--- config.mk ---
export PLATFORM = sky130hd
export DESIGN_NAME = prime_collector_flat
export DESIGN_NICKNAME = d
export VERILOG_FILES = /design/src/rtl/prime_collector_if.sv /design/src/rtl/prime_collector.sv /design/src/flat_wrapper.sv
export SDC_FILE = /design/constraint.sdc
export NUM_CORES = 1
export LEC_CHECK = 0
export ABC_AREA = 1
export CORE_UTILIZATION = 45
export CTS_CLUSTER_SIZE = 28
export DETAILED_ROUTE_END_ITERATION = 6
export PLACE_DENSITY = 0.61
export SETUP_SLACK_MARGIN = 0.2
export SYNTH_ARGS = -nofsm -noshare
export SYNTH_HDL_FRONTEND = slang
export SYNTH_SLANG_ARGS = --single-unit
--- constraint.sdc ---
create_clock -name clk -period 2.9 [get_ports clk]
set_input_delay 0.435 -clock clk [delete_from_list [all_inputs] [get_ports clk]]
set_output_delay 0.435 -clock clk [all_outputs]
set_load 0.01 [all_outputs]
--- src/rtl/prime_collector_if.sv ---
// Handshake between the collector (master) and the external prime generator (slave).
interface prime_collector_if #(
  parameter int WIDTH = 16
) ();
  logic             gen_go;
  logic             gen_ready;
  logic             gen_error;
  logic [WIDTH-1:0] gen_res;

  modport master (output gen_go, input gen_ready, input gen_error, input gen_res);
  modport slave  (input gen_go, output gen_ready, output gen_error, output gen_res);
endinterface

--- src/rtl/prime_collector.sv ---
// Requests primes from a generator one at a time and queues them in a
// first-word-fall-through FIFO until the generator reports overflow.
module prime_collector #(
  parameter int WIDTH = 16,
  parameter int DEPTH = 8
) (
  input  logic                 clk,
  input  logic                 rst,
  input  logic                 en,
  input  logic                 pop,
  prime_collector_if.master    gen,
  output logic [WIDTH-1:0]     dout,
  output logic                 empty,
  output logic                 full,
  output logic                 done,
  output logic [31:0]          prime_count
);
  localparam int AW = $clog2(DEPTH);
  localparam logic [AW:0] FULL_CNT = DEPTH[AW:0];

  typedef enum logic [2:0] {IDLE, ISSUE, WAIT_LO, WAIT_HI, STOP} state_t;

  state_t           state_reg, state_next;
  logic             push;
  logic             pop_ok;
  logic [AW-1:0]    wr_ptr_reg, rd_ptr_reg;
  logic [AW:0]      count_reg, count_next;
  logic [31:0]      prime_count_reg;
  logic [WIDTH-1:0] mem [DEPTH];

  always_ff @(posedge clk) begin
    if (rst) state_reg <= IDLE;
    else     state_reg <= state_next;
  end

  // Occupancy is checked before issuing, so a result arriving later always has room.
  always_comb begin
    state_next = state_reg;
    push       = 1'b0;
    case (state_reg)
      IDLE:    if (en && gen.gen_ready && (count_reg != FULL_CNT)) state_next = ISSUE;
      ISSUE:   state_next = WAIT_LO;
      WAIT_LO: if (!gen.gen_ready) state_next = WAIT_HI;
      WAIT_HI: begin
        if (gen.gen_ready) begin
          if (gen.gen_error) begin
            state_next = STOP;
          end else begin
            push       = 1'b1;
            state_next = IDLE;
          end
        end
      end
      STOP:    state_next = STOP;
      default: state_next = IDLE;
    endcase
  end

  assign gen.gen_go = (state_reg == ISSUE);
  assign done       = (state_reg == STOP);

  // A pop against an empty FIFO is ignored even when a push lands in the same cycle.
  assign pop_ok = pop && (count_reg != '0);

  always_ff @(posedge clk) begin
    if (push) mem[wr_ptr_reg] <= gen.gen_res;
  end

  always_comb begin
    count_next = count_reg;
    case ({push, pop_ok})
      2'b10:   count_next = count_reg + 1'b1;
      2'b01:   count_next = count_reg - 1'b1;
      default: count_next = count_reg;
    endcase
  end

  always_ff @(posedge clk) begin
    if (rst) begin
      wr_ptr_reg      <= '0;
      rd_ptr_reg      <= '0;
      count_reg       <= '0;
      prime_count_reg <= '0;
    end else begin
      if (push) begin
        wr_ptr_reg      <= wr_ptr_reg + 1'b1;
        prime_count_reg <= prime_count_reg + 32'd1;
      end
      if (pop_ok) rd_ptr_reg <= rd_ptr_reg + 1'b1;
      count_reg <= count_next;
    end
  end

  assign dout        = mem[rd_ptr_reg];
  assign empty       = (count_reg == '0);
  assign full        = (count_reg == FULL_CNT);
  assign prime_count = prime_count_reg;
endmodule
--- src/flat_wrapper.sv ---
// flat-port wrapper written by rule: the top's interface ports become plain ports
module prime_collector_flat 
#(
  parameter int WIDTH = 16,
  parameter int DEPTH = 8
)
  (clk, rst, en, pop, dout, empty, full, done, prime_count, gen_gen_go, gen_gen_ready, gen_gen_error, gen_gen_res);
  prime_collector_if #(.WIDTH(WIDTH)) gen_i ();
  input  logic clk;
  input  logic rst;
  input  logic en;
  input  logic pop;
  output logic [WIDTH-1:0] dout;
  output logic empty;
  output logic full;
  output logic done;
  output logic [31:0] prime_count;
  output wire logic [$bits(gen_i.gen_go)-1:0] gen_gen_go;
  input wire logic [$bits(gen_i.gen_ready)-1:0] gen_gen_ready;
  input wire logic [$bits(gen_i.gen_error)-1:0] gen_gen_error;
  input wire logic [$bits(gen_i.gen_res)-1:0] gen_gen_res;
  assign gen_gen_go = gen_i.gen_go;
  assign gen_i.gen_ready = gen_gen_ready;
  assign gen_i.gen_error = gen_gen_error;
  assign gen_i.gen_res = gen_gen_res;
  prime_collector #(.WIDTH(WIDTH), .DEPTH(DEPTH)) u_core (.clk(clk), .rst(rst), .en(en), .pop(pop), .gen(gen_i), .dout(dout), .empty(empty), .full(full), .done(done), .prime_count(prime_count));
endmodule
==> flow_metrics.tcl <==
set metrics [dict create \
    status "finished, final reports clean" \
    worstMarginPinSlew_ps 423.8 \
    min-delay-start "u_core.rd_ptr_reg[2]$_SDFFE_PP0P_" \
    finalHoldViolCount 0 \
    synth_top_area_cell "edfxtp_1" \
    synth_edf_count 128 \
    maxCapViolations 0 \
    drive_gt1_share_pct 9.562 \
    vias 5666 \
    ys_async_sr_fraction_pct 0 \
    cts_setup_buffers 0 \
    coreArea_sq_um 16470 \
    top_usage_layer "met2" \
    p_leak_nw 3.317 \
    r2r_slack_ps 760 \
    synth_area_leaders "edfxtp_1 51%, dfxtp_1 13%, nor2_1 9.3%" \
    clk_pin_slew_ps 60 \
    cts_buffers 17 \
    reg2regPathDepth 12 \
    min_path_cells 2 \
    grt_pass1_vias 5682 \
    die_w_um 131.6 \
    largest_reg_flops 128 \
    rsz0062_at_grt "true" \
    syn_area_sq_um 7561 \
    synthCells 768 \
    grt_use_met3_pct 4.437 \
    clock-root-buffer "clkbuf_16" \
    worst-setup-path-type "reg2out" \
    ys_seq_area_share_pct 63.54 \
    timing.rr.start "u_core.state_reg[1]$_SDFFE_PP0P_" \
    wl_per_cell_um 15.70 \
    pwr_density_cell_nw_per_um2 758.6 \
    power_mw 7.105 \
    initialDrtViolationCount 346 \
    post-route-period-util_pct 89.80 \
    place_ws_ps 249.6 \
    synth_cell_types 35 \
    crit_path_max_fanout 19 \
    synth_most_common_cell "nor2_1" \
    fin_crit_ps 2604 \
    drt_wl_total_mm 17.08 \
    synthTopCellsByCount "187 x nor2_1, 128 x edfxtp_1, 90 x nand2_1" \
    drt-vias-per-instance 5.208 \
    holdCritPathClass "reg2reg" \
    clock-skew-final_ps 6.441 \
    post-route-drc-count 0 \
    grt_util_met1_pct 26.12 \
    clkLatencyLatePin_ps 420 \
    yosysTopAreaCellShare_pct 50.84 \
    cp-end-kind "primary output" \
    ir_drop_v 0.0004818 \
    postRouteAntennaNets 0 \
    clk_path_buf_depth 2 \
    setup_tns_ps 0 \
    crit_required_ps 2470 \
    place_congestion 0.8388 \
    dp_hpwl_mm 10.79 \
    grt_first_pass_wirelength_mm 27.73 \
    hold_buffers 0 \
    grt_max_degree 42 \
    io_buffers 73 \
    avgSynthCellArea_sq_um 9.845 \
    syn_nets 796 \
    floorplan.die_area_sq_um 17330 \
    max_freq_mhz 384.0 \
    synth_top_flop_cell "edfxtp_1" \
    cts_tree "done" \
    final_nets 883 \
    met2_usage_pct 34.54 \
    drt_pass1_iterations 7 \
    antennaDiodeCount 0 \
    report.final.setup_viol 0 \
    seqCellArea_sq_um 4808 \
    std_cell_rows 47 \
    multi_input_area_sq_um 2439 \
    area_growth_pct 23.86 \
    crit_arrival_ps 2170 \
    synth_seq_cells 176 \
    io_pins 74 \
    r2r-end "u_core.count_reg[2]$_SDFFE_PP0P_" \
    antenna_found_initial 1 \
    crit_path_start_kind "register" \
    num-fill-cells 1407 \
    cts.sinks 176 \
    relSlewSlack_pct 71.57 \
    die_y_um 131.6 \
    start_util_pct 45.92 \
    worst_slack_ps 295.9 \
    slew_violations 0 \
    grt_remaining_overflow 0 \
    htree_levels 4 \
    yosys_warnings 0 \
    grtUsageTotal_pct 20.46 \
]
[area by class of cell]
cell class                 instances  share of cell area (%)
multi-input combinational        508                   26.04
timing repair buffer              96                   10.55
tap                              220                   2.939
clock inverter                    15                   2.218
clock buffer                      17                   4.542
sequential                       176                   51.34
inverter                          56                   2.365
[timing repair]
| item | in CTS | in global routing |
|---|---|---|
| gates cloned | 0 | 1 |
| gates resized for setup | 6 | 15 |
| endpoints found under the setup margin | 15 | 16 |
[critical path, cell delays in order, from the launching register on]
cell and delay, ps:
dfxtp_1 400, buf_6 220, o21ai_0 130, o22ai_1 170, nor2_1 70, a31oi_1 180, clkdlybuf4s50_1 580
[through the flow]
step / hold slack, ps / area [sq um] / util, % / std cells
finish: 469.0 / 9365 / 56.88 / 1088
global route: 491.7 / 9365 / 56.88 / 1088
CTS: 469.8 / 9293 / 56.44 / 1087
detailed placement: 460.9 / 8638 / 52.46 / 1055
global placement: 452.5 / 8638 / 52.46 / 1055
floorplan: 433.4 / 7561 / - / 768
[cell usage in the layout (no fill, tap or decap), types with 5 or more instances in the layout]
cell               n
buf_4             15
nor2_2             7
edfxtp_1         128
a21oi_1           23
clkdlybuf4s50_1   67
nor2_1           187
inv_1             52
dfxtp_1           47
nand4_1            9
nor2_4             8
nand2_1           90
clkbuf_16         18
o21ai_0           75
dlymetal6s2s_1     6
nor3_1             7
nor3_2             5
ha_1               6
a31oi_1           16
nand3_1           36
o22ai_1           17
xor2_1             5
[per-layer routing]
metal	part of all wire [%]	routed length [um]
met1	45	7704
met2	49	8443
met3	4.4	755
met4	0.97	166
met5	0.076	13
[power by group]
part | switching, mW | total (mW) | internal, mW
Combinational | 1.03 | 1.87 | 0.839
Clock | 0.959 | 2.42 | 1.46
Sequential | 0.0721 | 2.82 | 2.75
[how the worst max path moves through the flow]
| stage | start | to | slack [ps] | cells after the start |
|---|---|---|---|---|
| 2_1_floorplan | gen_gen_error | u_core.mem[1][0]$_DFFE_PP_ | 260 | 8 |
| 3_3_place_gp | gen_gen_error | u_core.count_reg[2]$_SDFFE_PP0P_ | 390 | 14 |
| 3_5_place_dp | gen_gen_ready | u_core.count_reg[2]$_SDFFE_PP0P_ | 250 | 13 |
| 4_1_cts | register | dout[1] | 200 | 7 |
| 5_1_grt | register | dout[12] | 140 | 6 |
| 6_report | register | dout[12] | 300 | 6 |
[kinds of logic (layout without fill, tap and decap cells)]
| logic type | count (synthesis) | in the layout | share of synthesized area [%] |
|---|---|---|---|
| flops | 176 | 176 | 63.54 |
| fa+ha+maj | 6 | 6 | 0.9929 |
| xor+xnor | 9 | 9 | 1.042 |
| compound gates | 138 | 138 | 9.780 |
| buf+inv | 84 | 184 | 4.468 |
| simple gates | 355 | 355 | 20.17 |
(Power assumes the default switching activity.)
